[src/rtl/register_file_param_pkg.sv]
// -----------------------------------------------------------------------------
// register_file_param_pkg
//   Shared constants for the parameterised register file and its storage
//   cells: default register width and depth, byte-lane width, and a
//   constant-evaluable ceiling-log2 used to size address ports.
// -----------------------------------------------------------------------------
package register_file_param_pkg;

   localparam int DATA_W_DEF = 32;   // default register width in bits
   localparam int DEPTH_DEF  = 32;   // default number of registers
   localparam int LANE_W     = 8;    // width of one byte lane

   // Ceiling log2; returns 0 for values <= 1. Usable in constant expressions.
   function automatic int clog2(input int value);
      int result;
      int remain;
      result = 0;
      remain = value - 1;
      while (remain > 0) begin
         result = result + 1;
         remain = remain >> 1;
      end
      return result;
   endfunction

endpackage : register_file_param_pkg

[src/rtl/register_nbit.sv]
// -----------------------------------------------------------------------------
// register_nbit
//   One DATA_W-wide storage register with per-byte write strobes and an
//   asynchronous active-low clear.
//
//   Ports:
//     clk_i   in   1            rising-edge clock
//     rst_ni  in   1            asynchronous clear, active low
//     we_i    in   1            write enable for this register
//     strb_i  in   DATA_W/8     byte-lane strobes (bit i -> d_i[8i+7:8i])
//     d_i     in   DATA_W       write data
//     q_o     out  DATA_W       stored value
// -----------------------------------------------------------------------------
module register_nbit
   import register_file_param_pkg::*;
#(
   parameter int DATA_W = DATA_W_DEF
) (
   input  logic                     clk_i,
   input  logic                     rst_ni,
   input  logic                     we_i,
   input  logic [DATA_W/LANE_W-1:0] strb_i,
   input  logic [DATA_W-1:0]        d_i,
   output logic [DATA_W-1:0]        q_o
);

   localparam int LANES = DATA_W / LANE_W;

   logic [DATA_W-1:0] data_q;
   logic [DATA_W-1:0] data_d;

   // Each lane independently takes new data only when enabled and strobed.
   generate
      for (genvar gi = 0; gi < LANES; gi++) begin : g_lane
         assign data_d[gi*LANE_W +: LANE_W] = (we_i && strb_i[gi])
                                              ? d_i[gi*LANE_W +: LANE_W]
                                              : data_q[gi*LANE_W +: LANE_W];
      end
   endgenerate

   always_ff @(posedge clk_i or negedge rst_ni) begin
      if (!rst_ni) begin
         data_q <= '0;
      end else begin
         data_q <= data_d;
      end
   end

   assign q_o = data_q;

endmodule : register_nbit

[src/rtl/register_file_param.sv]
// -----------------------------------------------------------------------------
// register_file_param
//   Parameterised register file: one byte-strobed write port, two independent
//   combinational read ports, optional hard-wired zero register and optional
//   same-cycle write-to-read forwarding.
//
//   Parameters:
//     DATA_W    register width (multiple of 8, >= 8)
//     DEPTH     number of registers (>= 2)
//     BYPASS    1 = a read of the register being written shows the merged
//               post-write value in the same cycle
//     ZERO_REG  1 = register 0 reads zero and ignores writes
//
//   Ports:
//     Clk     in   1              rising-edge clock
//     Rst_n   in   1              asynchronous clear, active low
//     WE      in   1              write enable
//     WAddr   in   clog2(DEPTH)   write address
//     WData   in   DATA_W         write data
//     WStrb   in   DATA_W/8       byte-lane write strobes
//     RAddr1  in   clog2(DEPTH)   read port 1 address
//     RAddr2  in   clog2(DEPTH)   read port 2 address
//     RData1  out  DATA_W         read port 1 data
//     RData2  out  DATA_W         read port 2 data
// -----------------------------------------------------------------------------
module register_file_param
   import register_file_param_pkg::*;
#(
   parameter int DATA_W   = DATA_W_DEF,
   parameter int DEPTH    = DEPTH_DEF,
   parameter int BYPASS   = 1,
   parameter int ZERO_REG = 1
) (
   input  logic                     Clk,
   input  logic                     Rst_n,
   input  logic                     WE,
   input  logic [clog2(DEPTH)-1:0]  WAddr,
   input  logic [DATA_W-1:0]        WData,
   input  logic [DATA_W/LANE_W-1:0] WStrb,
   input  logic [clog2(DEPTH)-1:0]  RAddr1,
   input  logic [clog2(DEPTH)-1:0]  RAddr2,
   output logic [DATA_W-1:0]        RData1,
   output logic [DATA_W-1:0]        RData2
);

   localparam int ADDR_W = clog2(DEPTH);
   localparam int LANES  = DATA_W / LANE_W;
   // The address space is padded up to a power of two so that every address
   // value indexes a defined slot; unused slots are tied to zero, which is
   // what out-of-range reads must return anyway.
   localparam int SLOTS  = 1 << ADDR_W;
   localparam int FIRST  = (ZERO_REG != 0) ? 1 : 0;
   localparam logic [ADDR_W:0] DEPTH_L = (ADDR_W + 1)'(DEPTH);

   logic [DATA_W-1:0] mem_q [SLOTS];
   logic              waddr_in_range;
   logic              waddr_writable;
   logic              wr_valid;
   logic [DATA_W-1:0] wr_old;
   logic [DATA_W-1:0] wr_merged;
   logic [DATA_W-1:0] rdata1_d;
   logic [DATA_W-1:0] rdata2_d;

   // ---------------------------------------------------------------------
   // Write decode
   // ---------------------------------------------------------------------
   assign waddr_in_range = ({1'b0, WAddr} < DEPTH_L);
   assign waddr_writable = waddr_in_range && !((ZERO_REG != 0) && (WAddr == '0));
   // Qualifying with Rst_n keeps the forwarding path quiet while reset is
   // held, so the read ports show the cleared storage only.
   assign wr_valid       = Rst_n && WE && waddr_writable;

   // ---------------------------------------------------------------------
   // Storage array: one register_nbit per writable address
   // ---------------------------------------------------------------------
   generate
      for (genvar gi = 0; gi < SLOTS; gi++) begin : g_slot
         if ((gi < FIRST) || (gi >= DEPTH)) begin : g_const_zero
            assign mem_q[gi] = '0;
         end else begin : g_reg
            logic row_we;
            assign row_we = wr_valid && (WAddr == ADDR_W'(gi));

            register_nbit #(
               .DATA_W (DATA_W)
            ) u_reg (
               .clk_i  (Clk),
               .rst_ni (Rst_n),
               .we_i   (row_we),
               .strb_i (WStrb),
               .d_i    (WData),
               .q_o    (mem_q[gi])
            );
         end
      end
   endgenerate

   // ---------------------------------------------------------------------
   // Bypass merge: the value the write target will hold after the edge
   // ---------------------------------------------------------------------
   assign wr_old = mem_q[WAddr];

   generate
      for (genvar gi = 0; gi < LANES; gi++) begin : g_merge
         assign wr_merged[gi*LANE_W +: LANE_W] = WStrb[gi]
                                                 ? WData[gi*LANE_W +: LANE_W]
                                                 : wr_old[gi*LANE_W +: LANE_W];
      end
   endgenerate

   // ---------------------------------------------------------------------
   // Read muxes. Zero register and out-of-range reads need no special case
   // here: their slots are constant zero and wr_valid is never set for them.
   // ---------------------------------------------------------------------
   always_comb begin
      rdata1_d = mem_q[RAddr1];
      rdata2_d = mem_q[RAddr2];
      if ((BYPASS != 0) && wr_valid && (RAddr1 == WAddr)) begin
         rdata1_d = wr_merged;
      end
      if ((BYPASS != 0) && wr_valid && (RAddr2 == WAddr)) begin
         rdata2_d = wr_merged;
      end
   end

   assign RData1 = rdata1_d;
   assign RData2 = rdata2_d;

endmodule : register_file_param

[config.mk]
export PLATFORM = sky130hd
export DESIGN_NAME = register_file_param
export DESIGN_NICKNAME = d
export VERILOG_FILES = /design/src/rtl/register_file_param_pkg.sv /design/src/rtl/register_nbit.sv /design/src/rtl/register_file_param.sv
export SDC_FILE = /design/constraint.sdc
export NUM_CORES = 2
export LEC_CHECK = 0
export ABC_AREA = 1
export ABC_CLOCK_PERIOD_IN_PS = 6900
export CORE_MARGIN = 2
export CORE_UTILIZATION = 40
export DETAILED_ROUTE_END_ITERATION = 10
export PLACE_DENSITY_LB_ADDON = 0.12
export SLEW_MARGIN = 20
export SYNTH_ARGS = -nofsm -noshare
export SYNTH_HDL_FRONTEND = slang
export SYNTH_SLANG_ARGS = --single-unit
[constraint.sdc]
create_clock -name Clk -period 6.9 [get_ports Clk]
set_clock_uncertainty 0.2 [all_clocks]
set_input_delay 1.725 -clock Clk [delete_from_list [all_inputs] [get_ports Clk]]
set_output_delay 1.725 -clock Clk [all_outputs]
set_load 0.1 [all_outputs]
* Yosys cells after proc, flatten, opt, wreduce, memory -nomap -nowiden *
Cells that the tools add are included.
Widths: inputs -> output; s select.

operators by class
  equal/unequal tests = 33
  mux-type cells = 15
  bitwise logic cells = 3
  reductions and logical operators = 161
  multiply operators = 0
  add/sub/neg operators = 0
  $lt $le $gt $ge = 3
  shift-type cells = 0
  div/mod/pow operators = 0

operators by type and width
  cell                count
  $bmux 32 s5         3
  $mux 32             8
  $logic_and 1x1->1   159
  $eq 5x5->1 const B  16
  $eq 5x4->1 const B  8
  $mux 8              4
  $eq 5x3->1 const B  4
  $ge 6x6->1 const B  3
  $not 5->6           3
  $eq 5x2->1 const B  2
  $eq 5x5->1          2
  $eq 5x1->1 const B  1
  $logic_not 5->1     1
  $logic_not 1->1     1

word-level totals
  memories kept = 0
  memory bits (read-only) = 0
  output and inout port bits = 64
  RAM bits = 0
  flip-flop bits (word level) = 992
  bits in latches = 0
  logic and storage cells = 339

* Depth between registers and ports, before layout *
  depth after elaboration = 6
  mapped depth = 16

* By module *
From an unflattened synthesis, not the netlist that was laid out.

second synthesis, totals
  cells, all modules = 11007
  area total of the unflattened synthesis = 70128.5 um2

modules (own cells, without submodules)
  module               instances  seq. area each (um2)  cells an instance  area each (um2)
  register_nbit        31         800.8                 140                1291.2
  register_file_param  1          0.0                   6667               30100.1

* Worst setup path before layout *
OpenSTA, ideal clock, no wires.

  kind = input-to-output
  start point = input port WAddr[1]
  end point = output port RData1[24]
  cell stages on the path = 14
  slack = 1.259 ns
  data arrival time = 3.716 ns
  cell sequence = buf_2 buf_2 buf_2 clkbuf_1 nand2_1 nand2_1 nand2_1 nand2_1 inv_1 nand2_1 nand3_1 nand2_1 nand2_1 nand2_1

between the ends
  longest elaborated chain between the ends = 6

RTL lines
  element                                      line                        RTL
  start: declaration                           register_file_param.sv:37   input logic [clog2(DEPTH)-1:0] WAddr,
  $not 5->6 (not written as such)              register_file_param.sv:101  assign wr_old = mem_q[WAddr];
  $bmux 32 s5                                  register_file_param.sv:101
  $mux 32 (not written as such) (2 in series)  register_file_param.sv:101
  $mux 8                                       register_file_param.sv:106  ? WData[gi*LANE_W +: LANE_W]
  $mux 32 (*)                                  register_file_param.sv:118  if ((BYPASS != 0) && wr_valid && (RAddr1 == WAddr)) begin
  end: declaration                             register_file_param.sv:42   output logic [DATA_W-1:0] RData1,

Every way passes the cells marked *; elsewhere a longest branch is shown, timed or not. The select of a mux whose other input is x is not followed.

* Worst setup path after layout *
  start point = input port WAddr[4]
  end point = output port RData2[21]

between the ends
  longest elaborated chain between the ends = 6

RTL lines
  element                                      line                        RTL
  $not 5->6 (not written as such)              register_file_param.sv:101
  $bmux 32 s5                                  register_file_param.sv:101
  $mux 32 (not written as such) (2 in series)  register_file_param.sv:101
  $mux 8                                       register_file_param.sv:106
  $mux 32 (*)                                  register_file_param.sv:121  if ((BYPASS != 0) && wr_valid && (RAddr2 == WAddr)) begin
  end: declaration                             register_file_param.sv:43   output logic [DATA_W-1:0] RData2

Marked as above.

==> flow_summary.yaml <==
sta:
  setup_ws_ps: 140
  tightest_slew_ps: 1260
  period_share_pct: 98.0
  setup_viol: 0
  period_minus_slack_ps: 6760
  rsz0062_at_grt: "no"
  clock.fmax_ghz: 0.148
  max_slew_margin_pct: 15.7
  holdWs_ps: 285
  finalSetupTns_ps: 0
  final_hold_viol_count: 0
  drv_slew: 0
job:
  maxCapViolCount: 0
power_and_ir_drop:
  irDropWorstVdd_mv: 0.210
  power_leakage_nw: 32.0
  powerDensity_mw_per_mm2: 237
  finalPower_mw: 17.2
final_layout:
  utilization_pct: 45.1
  layout.cells.non_filler: 11800
  finalInstanceArea_mm2: 0.0725
  drive_gt1_share_pct: 6.04
  n_fill_cell: 16800
  nets: 9559
  areaGrowthSynthToFinish_pct: 11.7
  largest_register_ffs: 992
route:
  wl_per_cell_um: 26.0
  drt_iter0_markers: 9428
  vias: 71400
  drcViolationCount: 0
  routed_wl_um: 306000
  antenna_left: 0
  vias_per_cell: 6.06
  firstDrtPassIters: 9
placed_design:
  dp_slack_ps: 345
  dpl_cell_area_mm2: 0.0683
  place_congestion: 0.934
  hpwl_um: 187000
  io_buffers: 117
  place_inst: 11500
worst_setup_path:
  reg2reg_from: "g_slot[9].g_reg.u_reg.q_o[16]$_DFFE_PN0P_"
  crit_start: "WAddr[4]"
  rr_endpoint: "g_slot[9].g_reg.u_reg.q_o[16]$_DFFE_PN0P_"
  slowest_stage: "inv_2"
  critPathMaxFanout: 32
  criticalPathCategory: "in2out"
  endpoint: "RData2[21]"
  arrival_ps: 4830
  max_stage_delay_ps: 830
  worstPathCellList: "clkdlybuf4s50_1 -> buf_4 -> xor2_1 -> nor4_4 -> inv_2 -> nand3_1 -> nand2_1 -> buf_12"
  reg2reg_depth: 2
  worst_ep_required_time_ps: 4970
  rrSetupSlack_ps: 5900
  cp-start-kind: "input pin"
  end_kind: "output port"
global_route:
  grt_overflow: 0
  groute.usage.overall_pct: 36.4
  antenna_found_initial: 10
  grt_first_pass_wirelength_um: 449000
  grt_max_degree: 144
  grt_pass1_vias: 65500
yosys:
  ys_seq_area_share_pct: 38.3
  yosysWarnings: 0
  synth_top_area_share_pct: 38.3
  synth.cell_area_mm2: 0.0649
  synth_area_leaders: "dfrtp_1, nand2_1, o21ai_0, nand3_1, a21oi_1"
  ys_ff_latch: 992
  syn_nets: 9987
  synthDistinctLibCells: 30
  avgSynthCellArea_um2: 6.53
  yosysTopAreaCell: "dfrtp_1"
  synth_cells: 9933
clock_tree:
  clkLatencyLatePin_ps: 760
  clock_sinks: 992
  ctsHoldBuffers: 0
  cts_resized: 0
  ctsHtreeMaxLevel: 3
  cts_root_buf: "clkbuf_16"
  post_cts_buffers: 0
  cts_tree: "built"
  clkSlewWorstSetupHoldPaths_ps: 60
  clk_path_buf_depth: 3
  cts_buffers: 120
floorplan:
  die_h_um: 407
  start_util_pct: 40.4
  core_mm2: 0.161
  dieArea_mm2: 0.165
  io_pins: 118
  die_w_um: 407
  fp-row-count: 147
worst_hold_path:
  hold_class: "reg2reg"
outcome:
  status: "finished clean"
[where the power goes]
part	internal, mW	leakage (nW)	switching, mW	total, mW
sequential	6.29	13.5	0.416	6.71
combinational	1.02	16.3	2.57	3.59
clock	4.10	2.10	2.79	6.89
[metal layers]
layer  routed length (um)  track usage [%]  part of all wire (%)
met1               121000             48.1                    40
met2               129000             53.6                    42
met3                36900             9.99                    12
met4                19500             20.0                   6.4
met5                   42                0                 0.014
[cell type report]
| type | count | area [um^2] | share of cell area, % |
|---|---|---|---|
| multi-input combinational | 7489 | 34500 | 47.6 |
| sequential | 992 | 24800 | 34.3 |
| timing repair buffer | 303 | 3930 | 5.43 |
| clock buffer | 172 | 3550 | 4.90 |
| tap | 2160 | 2700 | 3.73 |
| inverter | 599 | 2300 | 3.18 |
| clock inverter | 51 | 637 | 0.879 |
| antenna | 4 | 10.0 | 0.0138 |
[kinds of logic (layout without fill, tap and decap cells)]
group                     count (synthesis)  in the layout  share of synthesized area [%]
other                                     0              4                              0
xor gates and xnor gates                  3              3                         0.0405
buffers and inverters                  1452           1125                           8.69
DFF                                     992            992                           38.3
AOI/OAI and AO/OA                      2849           2849                           23.7
and+or+nand+nor                        4637           4637                           29.3
[how the worst min path moves through the flow]
stage | from | to | slack (ps) | cells past startpoint
global placement | g_slot[14].g_reg.u_reg.q_o[1]$_DFFE_PN0P_ | g_slot[14].g_reg.u_reg.q_o[1]$_DFFE_PN0P_ | 260 | 2
detailed placement | g_slot[3].g_reg.u_reg.q_o[27]$_DFFE_PN0P_ | g_slot[3].g_reg.u_reg.q_o[27]$_DFFE_PN0P_ | 270 | 2
finish | g_slot[25].g_reg.u_reg.q_o[29]$_DFFE_PN0P_ | g_slot[25].g_reg.u_reg.q_o[29]$_DFFE_PN0P_ | 290 | 2
CTS | g_slot[20].g_reg.u_reg.q_o[28]$_DFFE_PN0P_ | g_slot[20].g_reg.u_reg.q_o[28]$_DFFE_PN0P_ | 290 | 2
floorplan | g_slot[10].g_reg.u_reg.q_o[0]$_DFFE_PN0P_ | g_slot[10].g_reg.u_reg.q_o[0]$_DFFE_PN0P_ | 250 | 2
global route | g_slot[20].g_reg.u_reg.q_o[22]$_DFFE_PN0P_ | g_slot[20].g_reg.u_reg.q_o[22]$_DFFE_PN0P_ | 300 | 2
[placed cells by master, fill, tap and decap left out, drive strengths merged]
master | netlist | final
a21oi | 605 | 605
a22oi | 5 | 5
a31oi | 67 | 67
buf | 278 | 267
bufinv | 0 | 15
clkbuf | 575 | 172
clkdlybuf4s50 | 0 | 36
clkinv | 1 | 42
clkinvlp | 0 | 1
dfrtp | 992 | 992
diode | 0 | 4
inv | 598 | 592
nand2 | 3110 | 3110
nand3 | 1073 | 1073
nand4 | 4 | 4
nor2 | 383 | 383
nor3 | 21 | 21
nor4 | 2 | 2
o211ai | 395 | 395
o21ai | 1772 | 1772
o22ai | 5 | 5
or2 | 44 | 44
xor2 | 3 | 3
[cell usage after synthesis (all sizes together)]
library cell / number
nor3: 21
nand2: 3110
o21ai: 1772
o211ai: 395
inv: 598
nor2: 383
a22oi: 5
clkinv: 1
dfrtp: 992
a21oi: 605
o22ai: 5
clkbuf: 575
buf: 278
or2: 44
xor2: 3
nand3: 1073
nand4: 4
nor4: 2
a31oi: 67
[worst max-delay path: cells and delay by family]
family / cells / cell delay [ps]
buffers and inverters: 4 / 2140
and+or+nand+nor: 3 / 660
xor gates and xnor gates: 1 / 260
No activity file was read; power rests on OpenSTA's default activity.
